`src/rtl/dice_roll_engine.sv`:
```
// Dice roll engine: N dice of S sides drawn from a free-running Galois LFSR.
// The dice tumble while the button is held, latch on release, and an optional craps FSM tracks the point.
module dice_roll_engine #(
  parameter int                NUM_DICE = 2,
  parameter int                SIDES    = 6,
  parameter int                DIE_W    = 4,
  parameter int                TICK_DIV = 2500000,
  parameter int                LFSR_W   = 32,
  parameter logic [LFSR_W-1:0] TAPS     = 32'h80200003,
  parameter logic [LFSR_W-1:0] SEED     = 32'hACE1_1234,
  parameter int                MODE     = 1,
  localparam int               SUM_W    = $clog2(NUM_DICE*SIDES+1)
) (
  input  logic                      clk,
  input  logic                      rst,
  input  logic                      rb,
  output logic [NUM_DICE*DIE_W-1:0] dice,
  output logic [SUM_W-1:0]          sum,
  output logic [SUM_W-1:0]          point,
  output logic                      roll_valid,
  output logic                      rolling,
  output logic                      win,
  output logic                      lose,
  output logic [2:0]                state_dbg
);

  typedef enum logic [2:0] {
    IDLE   = 3'd0,
    ROLL   = 3'd1,
    EVAL   = 3'd2,
    RESULT = 3'd3,
    OVER   = 3'd4
  } state_t;

  localparam int CNT_W = (TICK_DIV > 1) ? $clog2(TICK_DIV) : 1;
  localparam logic [CNT_W-1:0] CNT_LAST = CNT_W'(TICK_DIV - 1);

  function automatic logic [NUM_DICE*DIE_W-1:0] all_ones_dice();
    logic [NUM_DICE*DIE_W-1:0] v;
    v = '0;
    for (int i = 0; i < NUM_DICE; i++) v[i*DIE_W +: DIE_W] = DIE_W'(1);
    return v;
  endfunction

  localparam logic [NUM_DICE*DIE_W-1:0] DICE_ONES = all_ones_dice();

  state_t                    state, state_nxt;
  logic [LFSR_W-1:0]         lfsr, lfsr_nxt;
  logic                      rb_q;
  logic                      armed;
  logic [CNT_W-1:0]          cnt;
  logic [NUM_DICE*DIE_W-1:0] dice_r;
  logic [SUM_W-1:0]          sum_r;
  logic [SUM_W-1:0]          point_r;
  logic                      win_r, lose_r;

  logic                      press;
  logic [DIE_W-1:0]          samp_die [NUM_DICE];
  logic [NUM_DICE*DIE_W-1:0] samp_dice;
  logic [SUM_W-1:0]          samp_sum;

  logic cnt_clr, cnt_adv, tumble, do_eval, clr_game, set_point, res_win, res_lose;

  // armed stays low while rb has been high since reset, so a held button cannot start a roll.
  assign press = rb & ~rb_q & armed;

  assign lfsr_nxt = (lfsr == '0) ? SEED
                  : ({1'b0, lfsr[LFSR_W-1:1]} ^ (lfsr[0] ? TAPS : '0));

  always_comb begin
    samp_dice = '0;
    samp_sum  = '0;
    for (int i = 0; i < NUM_DICE; i++) begin
      samp_die[i] = DIE_W'((32'(lfsr[i*8 +: 8]) % SIDES) + 1);
      samp_dice[i*DIE_W +: DIE_W] = samp_die[i];
      samp_sum = samp_sum + SUM_W'(samp_die[i]);
    end
  end

  always_comb begin
    state_nxt = state;
    cnt_clr   = 1'b0;
    cnt_adv   = 1'b0;
    tumble    = 1'b0;
    do_eval   = 1'b0;
    clr_game  = 1'b0;
    set_point = 1'b0;
    res_win   = 1'b0;
    res_lose  = 1'b0;
    case (state)
      IDLE: begin
        if (press) begin
          state_nxt = ROLL;
          cnt_clr   = 1'b1;
        end
      end
      ROLL: begin
        cnt_adv = 1'b1;
        tumble  = (cnt == CNT_LAST);
        if (!rb) state_nxt = EVAL;
      end
      EVAL: begin
        do_eval   = 1'b1;
        state_nxt = RESULT;
      end
      RESULT: begin
        state_nxt = IDLE;
        if (MODE != 0) begin
          if (point_r == '0) begin
            if (sum_r == SUM_W'(7) || sum_r == SUM_W'(11)) res_win = 1'b1;
            else if (sum_r == SUM_W'(2) || sum_r == SUM_W'(3) || sum_r == SUM_W'(12)) res_lose = 1'b1;
            else set_point = 1'b1;
          end else begin
            if (sum_r == point_r) res_win = 1'b1;
            else if (sum_r == SUM_W'(7)) res_lose = 1'b1;
          end
          if (res_win || res_lose) state_nxt = OVER;
        end
      end
      OVER: begin
        if (press) begin
          state_nxt = ROLL;
          cnt_clr   = 1'b1;
          clr_game  = 1'b1;
        end
      end
      default: state_nxt = IDLE;
    endcase
  end

  always_ff @(posedge clk) begin
    if (rst) begin
      state   <= IDLE;
      lfsr    <= SEED;
      rb_q    <= 1'b0;
      armed   <= ~rb;
      cnt     <= '0;
      dice_r  <= DICE_ONES;
      sum_r   <= SUM_W'(NUM_DICE);
      point_r <= '0;
      win_r   <= 1'b0;
      lose_r  <= 1'b0;
    end else begin
      state <= state_nxt;
      lfsr  <= lfsr_nxt;
      rb_q  <= rb;
      armed <= armed | ~rb;
      if (cnt_clr)      cnt <= '0;
      else if (cnt_adv) cnt <= (cnt == CNT_LAST) ? '0 : cnt + CNT_W'(1);
      if (tumble || do_eval) dice_r <= samp_dice;
      if (do_eval)           sum_r  <= samp_sum;
      if (clr_game) begin
        win_r   <= 1'b0;
        lose_r  <= 1'b0;
        point_r <= '0;
      end
      if (set_point) point_r <= sum_r;
      if (res_win)   win_r   <= 1'b1;
      if (res_lose)  lose_r  <= 1'b1;
    end
  end

  // win/lose are decided combinationally in RESULT so they line up with roll_valid.
  assign dice       = dice_r;
  assign sum        = sum_r;
  assign point      = point_r;
  assign roll_valid = (state == RESULT);
  assign rolling    = (state == ROLL);
  assign win        = win_r | res_win;
  assign lose       = lose_r | res_lose;
  assign state_dbg  = state;

endmodule

```
`config.mk`:
```
export PLATFORM = sky130hd
export DESIGN_NAME = dice_roll_engine
export DESIGN_NICKNAME = d
export VERILOG_FILES = /design/src/rtl/dice_roll_engine.sv
export SDC_FILE = /design/constraint.sdc
export NUM_CORES = 1
export LEC_CHECK = 0
export BUFFER_PORTS_ARGS = -buffer_cell sky130_fd_sc_hd__buf_4
export CAP_MARGIN = 20
export CORE_MARGIN = 3
export CORE_UTILIZATION = 55
export CTS_CLUSTER_SIZE = 40
export DETAILED_ROUTE_END_ITERATION = 7
export PLACE_DENSITY = 0.83
export SLEW_MARGIN = 20
export SYNTH_ARGS = -nofsm -noshare
export SYNTH_HDL_FRONTEND = slang
export SYNTH_SLANG_ARGS = --single-unit
```
`constraint.sdc`:
```
create_clock -name clk -period 4.6 [get_ports clk]
set_input_delay 0.23 -clock clk [delete_from_list [all_inputs] [get_ports clk]]
set_output_delay 0.23 -clock clk [all_outputs]
set_load 0.005 [all_outputs]
```
After elaboration in Yosys (flattened, before gate mapping) --
Index checks and enable logic that the tools add are counted.
Cells by class: $add $sub $neg 4, bitwise gates (word level) 8, muxes and demuxes 34, divide/modulo/power cells 2, shifts and indexed selects 0, $lt $le $gt $ge 0, multipliers 0, equal/unequal tests 13, reduce and logical (&&, ||, !) cells 15
Operator list (count):
- 8-bit by 3-bit remainder unit with 32-bit output, second input constant | 2
- 32-bit logical NOT | 1
- 32-bit 2-to-1 mux | 1
- 31-bit by 32-bit bitwise XOR with 32-bit output | 1
- 1-bit 2-to-1 mux | 26
- 22-bit by 1-bit adder with 22-bit output, second input constant | 1
- 22-bit == test, second input constant | 1
- 22-bit 2-to-1 mux | 1
- 3-bit one-hot mux with 4 select lines | 1
- 3-bit 2-to-1 mux | 3
- 4-bit by 1-bit adder with 4-bit output, second input constant | 2
- 4-bit by 2-bit == test with 1-bit output, second input constant | 2
- 4-bit == test, second input constant | 2
- 4-bit 2-to-1 mux | 2
- 3-bit by 2-bit == test with 1-bit output, second input constant | 2
- 2-bit nonzero test | 3
- 2-bit OR reduction | 3
- 1-bit logical OR | 5
- 4-bit adder | 1
- 4-bit by 3-bit == test with 1-bit output, second input constant | 1
- 4-bit == test | 1
- 4-bit logical NOT | 1
- 3-bit by 1-bit == test with 1-bit output, second input constant | 1
- 3-bit == test, second input constant | 1
- 7 further kinds | 11
Storage, ports and cells: input port bits 3, memory bits (writable) 0, register bits 77, bits in latches 0, output and inout bits 23, memory bits (read-only) 0, memories 0, logic and storage cells 86

Longest topological paths before layout --
depth in word-level cells 10, gate-level depth with buffers 21, depth with buffers taken out 20

Worst setup path after synthesis --
No wires, ideal clock.
kind reg2reg, from reg lfsr[6], to reg sum_r[3] (netlist: sum[3]), path slack 370 ps, required time 4512 ps, path buffers 1, arrival time 4142 ps, clock period less this slack 4230 ps, setup time 88 ps, cell stages (with the launch flop) 20, cells stage by stage dfxtp_1 > clkbuf_1 > ha_1 > and4bb_1 > o221ai_1 > o311a_1 > mux2_2 > and2_1 > mux2i_1 > ha_1 > or3_1 > o22ai_1 > a211o_1 > xnor2_1 > ha_1 > a21oi_1 > xor2_1 > xnor2_1 > or2_0 > a311oi_2
Between the ends: longest elaborated chain between the ends 3
RTL lines:
- from (decl) | RTL line 48 | logic [LFSR_W-1:0] lfsr, lfsr_nxt;
- from (signal assigned) | RTL line 145 | lfsr <= lfsr_nxt;
- 8-bit by 3-bit remainder unit with 32-bit output | RTL line 74 | samp_die[i] = DIE_W'((32'(lfsr[i*8 +: 8]) % SIDES) + 1);
- 4-bit by 1-bit adder with 4-bit output | RTL line 74
- net samp_dice[2] | RTL line 59 | logic [NUM_DICE*DIE_W-1:0] samp_dice;
- 4-bit adder | RTL line 76 | samp_sum = samp_sum + SUM_W'(samp_die[i]);
- to (signal assigned) | RTL line 139 | sum_r <= SUM_W'(NUM_DICE);
- to (signal assigned) | RTL line 151 | if (do_eval) sum_r <= samp_sum;
- to (decl) | RTL line 53 | logic [SUM_W-1:0] sum_r;
The timed path passes the listed nets, and every way through them passes these cells. A chain may end at the register's enable or synchronous reset.

Worst setup path in the final report --
from reg lfsr[15], to reg sum_r[3] (netlist: sum[3])
Same word-level chain as after synthesis.

==> metrics.cfg <==
[worst_setup_path]
crit_type=register to register
critical_path_buf_inv_count=1
crit_path_cell_trace=ha_1 -> nor2b_1 -> mux2i_1 -> a21oi_2 -> mux2i_1 -> o32a_1 -> nand3_1 -> xnor2_1 -> ha_1 -> o21ai_0 -> and3_1 -> a211oi_1 -> xnor2_1 -> inv_1 -> ha_1 -> a21oi_1 -> xor2_1 -> xnor2_1 -> or2_0 -> a311oi_2
end_kind=register
cp.arrival_ns=4.71
startpoint_type=register
worstPathRequired_ns=4.87
path_delay_family=compound AO/OA/AOI/OAI gates
critPathMaxStageDelay_ns=0.40
path_max_fanout=11
critPathSlowestCell=dfxtp_4

[route]
viasPerCell=5.73
drt_iter0_drc=227
wl_per_cell_um=14.7
num_vias=3388
postRouteAntennaNets=0
drc=0
wirelength_um=8690
drt_pre_antenna_iters=5

[yosys]
yosysWarnings=0
synth.area.top_cells=dfxtp_1 (38%), nor2_1 (5.4%), xor2_1 (4.8%), nand2_1 (3.8%), ha_1 (3.7%)
synth_cells=478
synth_top_cell_by_area=dfxtp_1
syn_nets=494
ys_ff_latch=77
synth_seq_area_share_pct=38.0
synth_top_area_share_pct=38.0
syn_avg_cell_area_um2=8.48
synth-main-ff-cell=dfxtp_1
synth-edff-count=0
synth_cell_types=77
synth_area_um2=4050
synthArstFlopShare_pct=0

[pwr]
power_density_nw_per_um2=361
p_sw_share_pct=30.9
p_int_mw=1.13
p_sw_mw=0.504
seqPwrFrac_pct=45.4
max-vdd-ir-drop_v=0.000178
leakage_nw=1.81
combPwrFrac_pct=21.4
clkPwrFrac_pct=33.2

[worst_hold_path]
hp-class=input port to register

[die]
die_w_um=91.9
start_util_pct=58.1
num_rows=30
dieHeight_um=91.9
die_area_um2=8440
core-area_um2=6980
ioPinCount=26

[placement]
numPortBuffers=25
globalplace.congestion=0.942
dp_hpwl_um=5980

[cts]
cts_buffers=9
cts_hold_buf=0
insertion_delay_ns=0.36
cts_tree=done
clk_pin_slew_worst_paths_ns=0.09
clkSinkCount=77
cts_buffer_depth=2
ctsHtreeMaxLevel=3
ctsRootBufferMaster=clkbuf_8

[global_routing]
grt_pass1_wl_um=14700
grt.total_usage_pct=21.1
grt_max_degree=39
overflow=0
grt_antenna_before_repair=0
first_global_vias=3241

[sta]
fin_crit_sh_pct=96.5
hold_viol_final=0
worst_pin_slew_ns=0.961
final_max_slew_viol_count=0
tns_ns=0
max_freq_ghz=0.225
hold_ws_ns=0.130
min_period_ns=4.44
max_slew_margin_pct=35.7
setup_viol_count_final=0
clock_skew_ns=0.0153

[layout]
nFillCells=587
area_growth_pct=11.4
nets=506
drive_gt1_share_pct=13.1
diodes=0

[flow_run]
maxCapViolations=0

[run_status]
status=completed

## Yosys cell counts (2+ instances only)
cell type / instances
buf_1: 4
nand4_1: 9
a211oi_1: 2
nor2_1: 58
mux2i_1: 12
a31oi_1: 3
nand3b_1: 4
and3b_1: 2
o211a_1: 2
o21a_1: 2
and3_1: 8
nand3_1: 15
a21o_1: 4
a211o_1: 2
inv_1: 13
nand4b_1: 2
nor3b_1: 2
nand2_1: 41
nor3_1: 13
buf_2: 2
xor2_1: 22
mux2_2: 2
o21ai_0: 12
and2_1: 17
o2111ai_1: 2
dfxtp_1: 77
o21ai_1: 4
clkbuf_1: 20
a21oi_1: 12
o211ai_1: 2
nor4_1: 9
o22ai_1: 3
or3_1: 13
and4_1: 2
nor2b_1: 5
xnor2_1: 17
ha_1: 12
nand2b_1: 5
a22oi_1: 4
## final cells by class
type	count	area (um^2)	area share (%)
Clock buffer	9	124	2.74
Clock inverter	7	88.8	1.97
Inverter	15	56.3	1.25
Multi-Input combinational cell	358	2360	52.3
Sequential cell	77	1550	34.3
Tap cell	96	120	2.66
Timing Repair Buffer	29	218	4.82
## repair_timing
action                                  CTS  global route
resized for setup                         0             8
setup buffers                             0             3
endpoints found under the setup margin    0             1
## power by group through the flow
stage / sequential [mW] / clock [mW] / combinational [mW]
floorplan: 0.731 / 0 / 0.287
global placement: 0.751 / 0 / 0.319
detailed placement: 0.753 / 0 / 0.338
CTS: 0.738 / 0.553 / 0.342
global route: 0.745 / 0.580 / 0.388
finish: 0.740 / 0.540 / 0.349
## cells in the final DEF, fill, tap and decap left out, drive strengths merged, types with 12 or more instances in the layout
master  count
a21oi      13
and2       17
buf        29
dfxtp      77
ha         12
inv        18
mux2i      12
nand2      41
nand3      16
nor2       58
nor3       13
o21ai      16
or3        13
xnor2      17
xor2       22
## logic make-up (layout without fill, tap and decap cells)
| logic type | count (synthesis) | count (layout) | synth area share [%] |
|---|---|---|---|
| flops | 77 | 77 | 38.0 |
| buf+inv | 43 | 60 | 4.32 |
| mux | 16 | 16 | 4.17 |
| compound gates | 73 | 73 | 12.9 |
| simple gates | 217 | 217 | 28.0 |
| xor+xnor | 39 | 39 | 8.43 |
| fa+ha+maj | 13 | 13 | 4.20 |
## stage by stage
stage | setup slack (ns) | instance area (um^2) | power, mW | cells | utilization, %
floorplan | 0.370 | 4050 | 1.02 | 478 | -
global placement | 0.298 | 4250 | 1.07 | 572 | 60.9
detailed placement | 0.0643 | 4250 | 1.09 | 572 | 60.9
CTS | 0.0503 | 4460 | 1.63 | 588 | 63.9
global route | -0.0417 | 4520 | 1.71 | 591 | 64.7
finish | 0.162 | 4520 | 1.63 | 591 | 64.7
## worst paths after layout
kind	to	slack [ns]	from	cells after the start
worst max-delay path	sum[3]$_SDFFE_PP0P_	0.16	lfsr[15]$_SDFF_PP0_	20
worst min-delay path	armed$_DFF_P_	0.13	rb	2
worst max register to register	sum[3]$_SDFFE_PP0P_	0.16	lfsr[15]$_SDFF_PP0_	20
worst min register to register	lfsr[22]$_SDFF_PP1_	0.44	lfsr[23]$_SDFF_PP1_	1
## sequential cells by signal, indices dropped and copies added, names as in the netlist
name       count
lfsr          32
cnt           22
dice           8
point          4
sum            4
state_dbg      3
armed          1
lose_r         1
rb_q           1
win_r          1
## layer usage
layer  up-vias  share of wire [%]  wire length, um  track usage, %
li1       1702                  -                -               -
met1      1613                 44             3860            25.6
met2        62                 51             4480            36.7
met3        11                2.7              234            3.45
met4         0                1.4              126            9.41
met5         -                  0                0               0
(Power assumes the default switching activity.)
